<file path="config.mk">
export PLATFORM = sky130hd
export DESIGN_NAME = booth_issue_ctrl_flat
export DESIGN_NICKNAME = d
export VERILOG_FILES = /design/src/rtl/booth_issue_ctrl_if.sv /design/src/rtl/booth_issue_ctrl.sv /design/src/flat_wrapper.sv
export SDC_FILE = /design/constraint.sdc
export NUM_CORES = 1
export LEC_CHECK = 0
export ABC_AREA = 1
export CAP_MARGIN = 20
export CELL_PAD_IN_SITES_DETAIL_PLACEMENT = 0
export CELL_PAD_IN_SITES_GLOBAL_PLACEMENT = 1
export CORE_MARGIN = 5
export CORE_UTILIZATION = 39
export CTS_BUF_LIST = sky130_fd_sc_hd__clkbuf_2
export DETAILED_ROUTE_END_ITERATION = 10
export GPL_TIMING_DRIVEN = 0
export PLACE_DENSITY = 0.78
export SLEW_MARGIN = 40
export SYNTH_ARGS = -nofsm -noshare
export SYNTH_HDL_FRONTEND = slang
export SYNTH_SLANG_ARGS = --single-unit
</file>
<file path="constraint.sdc">
create_clock -name clock -period 2.2 [get_ports clock]
set_input_delay 0.44 -clock clock [delete_from_list [all_inputs] [get_ports clock]]
set_output_delay 0.44 -clock clock [all_outputs]
set_load 0.01 [all_outputs]
</file>
<file path="src/rtl/booth_issue_ctrl_if.sv">
// Operand, multiplier and result signals of the Booth issue controller in one bundle.
// The master modport is the surrounding system; the slave modport is the controller.
interface booth_issue_ctrl_if #(
    parameter int WIDTH = 4
);
    logic                 in_valid;
    logic                 in_ready;
    logic [WIDTH-1:0]     in_mpd;
    logic [WIDTH-1:0]     in_mpr;
    logic                 mul_enable;
    logic [WIDTH-1:0]     mul_mpd;
    logic [WIDTH-1:0]     mul_mpr;
    logic [2*WIDTH-1:0]   mul_res;
    logic                 out_valid;
    logic                 out_ready;
    logic [2*WIDTH-1:0]   out_res;

    modport master (
        output in_valid, in_mpd, in_mpr, out_ready, mul_res,
        input  in_ready, mul_enable, mul_mpd, mul_mpr, out_valid, out_res
    );

    modport slave (
        input  in_valid, in_mpd, in_mpr, out_ready, mul_res,
        output in_ready, mul_enable, mul_mpd, mul_mpr, out_valid, out_res
    );
endinterface

</file>
<file path="src/rtl/booth_issue_ctrl.sv">
// Buffers operand pairs, drives the radix-2 Booth multiplier with an exactly-timed
// enable pulse and hands the captured signed product downstream.
module booth_issue_ctrl #(
    parameter int WIDTH = 4,
    parameter int DEPTH = 4
) (
    input  logic                         clock,
    input  logic                         reset_n,
    booth_issue_ctrl_if.slave            bus,
    output logic [$clog2(DEPTH+1)-1:0]   fifo_count,
    output logic                         busy
);
    localparam int CW = $clog2(DEPTH + 1);
    localparam int PW = $clog2(DEPTH);
    localparam int NW = $clog2(2 * WIDTH + 2);
    localparam logic [NW-1:0] CCNT_LAST = NW'(2 * WIDTH + 1);

    localparam logic [1:0] IDLE  = 2'd0;
    localparam logic [1:0] ISSUE = 2'd1;
    localparam logic [1:0] CAPT  = 2'd2;

    logic [WIDTH-1:0]   mpdMem_q [DEPTH];
    logic [WIDTH-1:0]   mprMem_q [DEPTH];
    logic [PW-1:0]      wrPtr_q, rdPtr_q;
    logic [CW-1:0]      count_q;

    logic [1:0]         state_q, state_d;
    logic [NW-1:0]      ccnt_q, ccnt_d;
    logic               mulEnable_q, mulEnable_d;
    logic [WIDTH-1:0]   mulMpd_q, mulMpd_d;
    logic [WIDTH-1:0]   mulMpr_q, mulMpr_d;
    logic               outValid_q, outValid_d;
    logic [2*WIDTH-1:0] outRes_q, outRes_d;

    logic push, pop;

    assign bus.in_ready   = (count_q != CW'(DEPTH));
    assign push           = bus.in_valid && bus.in_ready;
    // A pending product blocks issue, which also keeps a handshake cycle from issuing.
    assign pop            = (state_q == IDLE) && (count_q != '0) && !outValid_q;

    assign bus.mul_enable = mulEnable_q;
    assign bus.mul_mpd    = mulMpd_q;
    assign bus.mul_mpr    = mulMpr_q;
    assign bus.out_valid  = outValid_q;
    assign bus.out_res    = outRes_q;
    assign fifo_count     = count_q;
    assign busy           = (state_q == ISSUE) || (state_q == CAPT);

    always_ff @(posedge clock) begin
        if (push) begin
            mpdMem_q[wrPtr_q] <= bus.in_mpd;
            mprMem_q[wrPtr_q] <= bus.in_mpr;
        end
    end

    always_ff @(posedge clock or negedge reset_n) begin
        if (!reset_n) begin
            wrPtr_q <= '0;
            rdPtr_q <= '0;
            count_q <= '0;
        end else begin
            if (push) wrPtr_q <= wrPtr_q + PW'(1);
            if (pop)  rdPtr_q <= rdPtr_q + PW'(1);
            unique case ({push, pop})
                2'b10:   count_q <= count_q + CW'(1);
                2'b01:   count_q <= count_q - CW'(1);
                default: count_q <= count_q;
            endcase
        end
    end

    // Enable stays high for 2*WIDTH+2 multiplier edges: START, the RUN/SHIFT pairs and RESULT.
    always_comb begin
        state_d     = state_q;
        ccnt_d      = ccnt_q;
        mulEnable_d = mulEnable_q;
        mulMpd_d    = mulMpd_q;
        mulMpr_d    = mulMpr_q;
        outValid_d  = outValid_q;
        outRes_d    = outRes_q;

        if (outValid_q && bus.out_ready) outValid_d = 1'b0;

        case (state_q)
            IDLE: begin
                mulEnable_d = 1'b0;
                if (pop) begin
                    mulMpd_d    = mpdMem_q[rdPtr_q];
                    mulMpr_d    = mprMem_q[rdPtr_q];
                    mulEnable_d = 1'b1;
                    ccnt_d      = '0;
                    state_d     = ISSUE;
                end
            end
            ISSUE: begin
                ccnt_d = ccnt_q + NW'(1);
                if (ccnt_q == CCNT_LAST) begin
                    mulEnable_d = 1'b0;
                    state_d     = CAPT;
                end
            end
            CAPT: begin
                outRes_d   = bus.mul_res;
                outValid_d = 1'b1;
                state_d    = IDLE;
            end
            default: begin
                mulEnable_d = 1'b0;
                state_d     = IDLE;
            end
        endcase
    end

    always_ff @(posedge clock or negedge reset_n) begin
        if (!reset_n) begin
            state_q     <= IDLE;
            ccnt_q      <= '0;
            mulEnable_q <= 1'b0;
            mulMpd_q    <= '0;
            mulMpr_q    <= '0;
            outValid_q  <= 1'b0;
            outRes_q    <= '0;
        end else begin
            state_q     <= state_d;
            ccnt_q      <= ccnt_d;
            mulEnable_q <= mulEnable_d;
            mulMpd_q    <= mulMpd_d;
            mulMpr_q    <= mulMpr_d;
            outValid_q  <= outValid_d;
            outRes_q    <= outRes_d;
        end
    end
endmodule

</file>
<file path="src/flat_wrapper.sv">
// flat-port wrapper written by rule: the top's interface ports become plain ports
module booth_issue_ctrl_flat 
#(
    parameter int WIDTH = 4,
    parameter int DEPTH = 4
)
  (clock, reset_n, fifo_count, busy, bus_in_valid, bus_in_mpd, bus_in_mpr, bus_out_ready, bus_mul_res, bus_in_ready, bus_mul_enable, bus_mul_mpd, bus_mul_mpr, bus_out_valid, bus_out_res);
  booth_issue_ctrl_if #(.WIDTH(WIDTH)) bus_i ();
  input  logic clock;
  input  logic reset_n;
  output logic [$clog2(DEPTH+1)-1:0] fifo_count;
  output logic busy;
  input wire logic [$bits(bus_i.in_valid)-1:0] bus_in_valid;
  input wire logic [$bits(bus_i.in_mpd)-1:0] bus_in_mpd;
  input wire logic [$bits(bus_i.in_mpr)-1:0] bus_in_mpr;
  input wire logic [$bits(bus_i.out_ready)-1:0] bus_out_ready;
  input wire logic [$bits(bus_i.mul_res)-1:0] bus_mul_res;
  output wire logic [$bits(bus_i.in_ready)-1:0] bus_in_ready;
  output wire logic [$bits(bus_i.mul_enable)-1:0] bus_mul_enable;
  output wire logic [$bits(bus_i.mul_mpd)-1:0] bus_mul_mpd;
  output wire logic [$bits(bus_i.mul_mpr)-1:0] bus_mul_mpr;
  output wire logic [$bits(bus_i.out_valid)-1:0] bus_out_valid;
  output wire logic [$bits(bus_i.out_res)-1:0] bus_out_res;
  assign bus_i.in_valid = bus_in_valid;
  assign bus_i.in_mpd = bus_in_mpd;
  assign bus_i.in_mpr = bus_in_mpr;
  assign bus_i.out_ready = bus_out_ready;
  assign bus_i.mul_res = bus_mul_res;
  assign bus_in_ready = bus_i.in_ready;
  assign bus_mul_enable = bus_i.mul_enable;
  assign bus_mul_mpd = bus_i.mul_mpd;
  assign bus_mul_mpr = bus_i.mul_mpr;
  assign bus_out_valid = bus_i.out_valid;
  assign bus_out_res = bus_i.out_res;
  booth_issue_ctrl #(.WIDTH(WIDTH), .DEPTH(DEPTH)) u_core (.clock(clock), .reset_n(reset_n), .bus(bus_i), .fifo_count(fifo_count), .busy(busy));
endmodule
</file>
Word level (Yosys, flattened, before mapping) --
Memory sizes are Yosys's and may differ from the RTL's. A register that Yosys moved wholly into a read port is not among the register bits. Cells that the tools add are included.
Cells by class: add/sub/neg operators 5, bitwise operators 1, reductions and logical operators 17, eq/ne operators 8, muxes and demuxes 13
Operators by type and width (count):
- 4-bit one-hot mux with 2 select lines | 1
- 2-bit AND reduction | 4
- 1-bit 2-to-1 mux | 6
- 3-bit one-hot mux with 2 select lines | 1
- 2-bit nonzero test | 3
- 2-bit by 1-bit adder with 2-bit output, second input constant | 2
- 4-bit by 1-bit adder with 4-bit output, second input constant | 1
- 2-bit by 1-bit == test with 1-bit output, second input constant | 2
- 2-bit == test, second input constant | 2
- 4-bit == test, second input constant | 1
- 1-bit logical AND | 4
- 2-bit 2-to-1 mux | 2
- 4-bit 2-to-1 mux | 1
- 2-bit one-hot mux with 2 select lines | 1
- 3-bit by 1-bit adder with 3-bit output, second input constant | 1
- 1-bit logical NOT | 3
- 3-bit inequality test, second input constant | 1
- 1-bit one-hot mux with 3 select lines | 1
- 3-bit nonzero test | 1
- 3-bit by 1-bit subtractor with 3-bit output, second input constant | 1
- 2-bit logical NOT | 1
- 2-bit by 1-bit inequality test with 1-bit output, second input constant | 1
- 2-bit inequality test, second input constant | 1
- 1-bit logical OR | 1
- 1-bit inverter | 1
Storage, ports and cells: memories 2, word-level logic and storage cells 54, RAM bits 32, input bits 20, output and inout bits 23, register bits 23
Memories:
- u_core.mpdMem_q | depth 4, width 4, rd ports 1, clocked after memory_dff 1, write ports 1, RTL line booth_issue_ctrl.sv:22 | logic [WIDTH-1:0] mpdMem_q [DEPTH];
- u_core.mprMem_q | depth 4, width 4, rd ports 1, clocked after memory_dff 1, write ports 1, RTL line booth_issue_ctrl.sv:23 | logic [WIDTH-1:0] mprMem_q [DEPTH];

Depth between registers and ports, before layout --
depth after elaboration 5, depth in mapped cells 13, gate-level depth less buffers 13

Worst setup path before layout --
OpenSTA, ideal clock, no wires.
kind register to register, start register u_core.state_q[0], end register u_core.count_q[2] (netlist: u_core.fifo_count[2]), library setup time 0.079 ns, period minus slack after synthesis 2.023 ns, slack 0.177 ns, buffers on the path 0, cell stages (with the launch flop) 14, arrival time 1.944 ns, required time 2.121 ns, path through dfrtp_1 > inv_1 > ha_1 > inv_2 > nor2_4 > nand2_4 > inv_4 > ha_1 > inv_1 > fa_1 > nor2_1 > nor2_1 > nand2_1 > xor2_1
Between the ends: word-level cells in the longest chain between the ends 5, elaborated cells between the ends (all ways) 7, those cells by class eq/ne (2); mux (1); reduce/logical (4)
RTL lines:
- start: declaration | RTL line booth_issue_ctrl.sv:27 | logic [1:0] state_q, state_d;
- start signal: assignment | RTL line booth_issue_ctrl.sv:125 | state_q <= state_d;
- 2-bit logical NOT * | RTL line booth_issue_ctrl.sv:40 | assign pop = (state_q == IDLE) && (count_q != '0) && !outValid_q;
- 1-bit logical AND * (2 in a row) | RTL line booth_issue_ctrl.sv:40
- named net u_core.pop | RTL line booth_issue_ctrl.sv:35 | logic push, pop;
- 2-bit by 1-bit == test with 1-bit output or 2-bit == test (tied branches) | RTL line booth_issue_ctrl.sv:65 | unique case ({push, pop})
- 3-bit one-hot mux with 2 select lines or 2-bit nonzero test (tied branches)
- end signal: assignment | RTL line booth_issue_ctrl.sv:66 | 2'b10: count_q <= count_q + CW'(1);
- end signal: assignment | RTL line booth_issue_ctrl.sv:67 | 2'b01: count_q <= count_q - CW'(1);
- end signal: assignment | RTL line booth_issue_ctrl.sv:68 | default: count_q <= count_q;
- end: declaration | RTL line booth_issue_ctrl.sv:25 | logic [CW-1:0] count_q;
Mark *: on every way through the listed nets, which the timed path passes. The rest lies on a longest branch. A chain may end at the register's enable or synchronous reset.

Worst setup path in the final report --
Ends and elaborated chain as after synthesis.

==> tab_implementation.tex <==
\begin{tabular}{lr}
\hline
Metric & Value \\
\hline
\multicolumn{2}{l}{\textbf{Power and ir drop}} \\
\quad Leakage power summed over all cells & 0.001589 uW \\
\quad Sw Ratio & 0.3886 \\
\quad Sequential share of power & 0.370 \\
\quad Combinational Power Share & 0.472 \\
\quad Final Power & 4979 uW \\
\quad Clock power share & 0.158 \\
\quad Worst voltage drop across the vdd grid & 0.5787 mV \\
\quad Ratio of total power to cell area & 1402 mW/mm\^{}2 \\
\quad Reported net switching power & 1935 uW \\
\quad Cell Int Power & 3044 uW \\
\multicolumn{2}{l}{\textbf{Route}} \\
\quad Post-Route WL & 5529 um \\
\quad Vias post-DR & 1926 \\
\quad Number of nets with antenna violations after detailed routing & 0 \\
\quad Ratio of routed vias to standard cells & 4.553 \\
\quad Router iterations before antenna repair & 4 \\
\quad Number of DRC markers in iteration 0 & 138 \\
\quad Routed wire per std cell & 13.07 um \\
\quad Drc violations & 0 \\
\multicolumn{2}{l}{\textbf{Placement}} \\
\quad Total instance count after detailed placement & 403 \\
\quad Final weighted congestion in routability-driven placement & 0.7404 \\
\quad Final HPWL DP & 3748 um \\
\quad Placed standard-cell area & 0.003354 mm\^{}2 \\
\quad Worst setup slack before clock tree synthesis & -0.02289 ns \\
\quad Port buffer count & 42 \\
\multicolumn{2}{l}{\textbf{Critical path}} \\
\quad Critical Path, Cell by Cell & inv\_2, ha\_4, inv\_2, nor2\_4, nand2\_8, clkinv\_8, ha\_1, inv\_1, fa\_1, nor2\_1, nor2\_1, nand2\_1, xor2\_1 \\
\quad Worst reg2reg path startpoint & u\_core.state\_q[0] \\
\quad Category of the worst setup path capture point & flip-flop \\
\quad Category of the critical setup timing path & flip-flop to flip-flop \\
\quad Arrival time at the worst endpoint & 2.49 ns \\
\quad Highest cell delay on the worst timing path & 0.43 ns \\
\quad Largest fanout on the critical path & 10 \\
\quad Crit-path slowest cell & sky130\_fd\_sc\_hd\_\_dfrtp\_1 \\
\quad CP Data Required Time & 2.61 ns \\
\quad Startpoint Class & flip-flop \\
\quad Start point of the critical path & u\_core.state\_q[0] \\
\multicolumn{2}{l}{\textbf{GRT}} \\
\quad Overflow left after global routing & 0 \\
\quad Number of global-route vias before repair & 1888 \\
\quad Total routing resource utilization after global routing & 0.1368 \\
\quad Antenna violations before repair & 0 \\
\quad Global-route wire length before repair & 8963 um \\
\quad Pin count of the biggest net entering global routing & 20 \\
\multicolumn{2}{l}{\textbf{Clock tree}} \\
\quad Clock Latency Late Sink & 0.48 ns \\
\quad Maximum buffer depth of the clock tree & 2 \\
\quad TritonCTS buffer count & 9 \\
\quad Clock transition at path regs & 0.18 ns \\
\quad Buffer type at the clock tree root & sky130\_fd\_sc\_hd\_\_clkbuf\_2 \\
\quad Clock tree from TritonCTS & built \\
\quad Clock tree sinks & 63 \\
\quad \# H-tree levels & 3 \\
\multicolumn{2}{l}{\textbf{Timing}} \\
\quad Share of the clock period used by the worst path after layout & 0.9471 \\
\quad Maximum clock frequency & 479.9 MHz \\
\quad Max-slew violation total from the final report & 0 \\
\quad Crit path time final & 2.084 ns \\
\quad RSZ-0062 raised after global routing & yes \\
\quad Worst-case clock skew & 0.02838 ns \\
\quad Number of endpoints failing setup at the final stage & 0 \\
\quad Smallest setup slack after layout & 0.1164 ns \\
\quad Least-Margin Pin Slew & 0.7727 ns \\
\quad Relative max-transition margin & 0.4830 \\
\quad Hold Violations, Final & 0 \\
\multicolumn{2}{l}{\textbf{Layout}} \\
\quad Non-Filler Instances & 423 \\
\quad Core utilization of the finished layout & 0.5171 \\
\quad Filler Cell Count & 621 \\
\quad Fraction of final layout cells sized beyond drive strength 1 & 0.1223 \\
\quad Area growth from synthesis to layout & 27.25\% \\
\quad Number of inserted diodes & 0 \\
\quad Final net count & 354 \\
\quad Design area & 0.003552 mm\^{}2 \\
\multicolumn{2}{l}{\textbf{Logic synthesis}} \\
\quad Warnings, synthesis & 0 \\
\quad Sequential element share of the synthesized area & 0.6221 \\
\quad Total standard cell area after synthesis & 0.002791 mm\^{}2 \\
\quad Register bit count reported by yosys & 63 \\
\quad Post-synthesis cell type count & 28 \\
\quad Mean instance size in the synthesized netlist & 10.57 um\^{}2 \\
\quad Synthesized instance count & 264 \\
\quad Net count of the mapped netlist & 296 \\
\multicolumn{2}{l}{\textbf{Floorplan}} \\
\quad Floorplan die height & 94.60 um \\
\quad Die area & 0.008949 mm\^{}2 \\
\quad Initial Utilization & 0.4064 \\
\quad Number of placement rows & 30 \\
\quad Area of the core & 0.006869 mm\^{}2 \\
\quad DIE WIDTH & 94.60 um \\
\quad IO Pins & 43 \\
\multicolumn{2}{l}{\textbf{Job}} \\
\quad Number of max-cap violations & 0 \\
\multicolumn{2}{l}{\textbf{Min path}} \\
\quad Hold/Removal Path Class & primary input to asynchronous set/reset pin \\
\multicolumn{2}{l}{\textbf{Run status}} \\
\quad Result of the run & completed \\
\hline
\end{tabular}
registers in the layout, summed over array words and instances (netlist names), 3 cells and up:
signal              flops
u_core.mpdMem_q        16
u_core.mprMem_q        16
u_core.bus.out_res      8
u_core.bus.mul_mpd      4
u_core.bus.mul_mpr      4
u_core.ccnt_q           4
u_core.fifo_count       3
cell type report:
| cell class | instances | area (um^2) | area share |
|---|---|---|---|
| multi-input combinational | 166 | 899.6 | 0.2533 |
| timing repair buffer | 47 | 476.7 | 0.1342 |
| tap | 96 | 120.1 | 0.03381 |
| buffer | 7 | 68.82 | 0.01937 |
| clock buffer | 9 | 45.04 | 0.01268 |
| inverter | 28 | 117.6 | 0.03311 |
| sequential | 63 | 1737 | 0.4889 |
| clock inverter | 7 | 87.58 | 0.02466 |
routing by layer:
| metal | GRT usage | share of wire | vias to the layer above |
|---|---|---|---|
| met2 | 0.2102 | 0.47 | 41 |
| met1 | 0.1753 | 0.48 | 903 |
| met4 | 0.08413 | 0.026 | 0 |
| li1 | - | - | 968 |
| met3 | 0.03028 | 0.029 | 14 |
| met5 | 0 | 0 | - |
through the flow:
step / TNS [ns] / hold WS [ns]
after global placement: -1.997 / 0.4547
after global routing: -0.02752 / 0.3424
after detailed placement: -0.02289 / 0.3825
after floorplan: 0 / 0.1444
final: 0 / 0.3808
after CTS: 0 / 0.3448
path summary, 6_finish.rpt:
kind | end | slack (ns) | depth (start not counted)
max in group asynchronous | u_core.wrPtr_q[0] | 1.39 | 3
min in group clock | u_core.bus.out_res[4] | 0.46 | 3
worst min register to register | u_core.bus.out_res[1] | 0.50 | 2
worst max register to register | u_core.fifo_count[2] | 0.12 | 13
worst max-delay path | u_core.fifo_count[2] | 0.12 | 13
worst min-delay path | u_core.bus.mul_mpr[2] | 0.38 | 2
cell usage after synthesis, drive strengths merged:
cell | n | area [um^2]
xor2 | 4 | 35.03
dfrtp | 31 | 775.7
a21oi | 1 | 5.000
o211ai | 8 | 60.06
o21ai | 12 | 60.06
nand2 | 89 | 356.6
nand3b | 4 | 30.03
fa | 1 | 20.02
xnor2 | 1 | 8.760
ha | 11 | 137.6
nor2 | 25 | 103.9
clkinv | 1 | 3.750
edfxtp | 32 | 960.9
nand4 | 1 | 6.260
nand3 | 9 | 55.05
inv | 27 | 103.9
buf | 7 | 68.80
kinds of logic (layout without fill, tap and decap cells):
kind of cell | Yosys count | after routing | share of synthesized area
buf+inv | 35 | 98 | 0.06320
compound gates | 21 | 21 | 0.04482
fa+ha+maj | 12 | 12 | 0.05648
simple gates | 128 | 128 | 0.1977
xor+xnor | 5 | 5 | 0.01569
flops | 63 | 63 | 0.6221
timing repair:
item                       in CTS  in global routing
setup buffers                   2                  1
pin swaps                       0                  2
hold buffers                    1                  0
hold endpoints to repair       12                  0
resized for setup               3                  7
setup endpoints to repair       2                  2
power groups by stage:
stage,Clock [uW],Sequential [uW],Combinational [uW]
CTS,808,1850,2310
floorplan,0,1930,1340
detailed placement,0,1880,2270
finish,785,1840,2350
global placement,0,1860,2230
global route,863,1890,2640
critical path: cells and delay by family (launching register included):
family	cells	cell delay [ns]
XOR/XNOR	1	0.14
buffers and inverters	4	0.30
adder cells (fa/ha/maj)	3	0.68
AND/OR/NAND/NOR	5	0.47
flip-flops	1	0.43
placed cells by master, fill, tap and decap left out, types with 2 or more instances in the layout:
master | netlist | final
sky130_fd_sc_hd__nand3b_1 | 4 | 4
sky130_fd_sc_hd__bufinv_16 | 0 | 2
sky130_fd_sc_hd__xor2_1 | 4 | 4
sky130_fd_sc_hd__o211ai_1 | 8 | 8
sky130_fd_sc_hd__buf_2 | 1 | 2
sky130_fd_sc_hd__buf_4 | 2 | 5
sky130_fd_sc_hd__nand3_1 | 7 | 7
sky130_fd_sc_hd__inv_2 | 2 | 4
sky130_fd_sc_hd__ha_1 | 11 | 10
sky130_fd_sc_hd__o21ai_1 | 2 | 2
sky130_fd_sc_hd__nand3_2 | 2 | 2
sky130_fd_sc_hd__buf_6 | 3 | 3
sky130_fd_sc_hd__clkinv_1 | 1 | 4
sky130_fd_sc_hd__edfxtp_1 | 32 | 32
sky130_fd_sc_hd__dfrtp_1 | 31 | 31
sky130_fd_sc_hd__nand2_1 | 84 | 84
sky130_fd_sc_hd__clkdlybuf4s50_1 | 0 | 39
sky130_fd_sc_hd__nand2_2 | 3 | 3
sky130_fd_sc_hd__inv_1 | 24 | 22
sky130_fd_sc_hd__nor2_1 | 23 | 23
sky130_fd_sc_hd__clkbuf_2 | 0 | 9
sky130_fd_sc_hd__o21ai_0 | 10 | 10
Note: power is estimated with default switching activity, not from simulation.
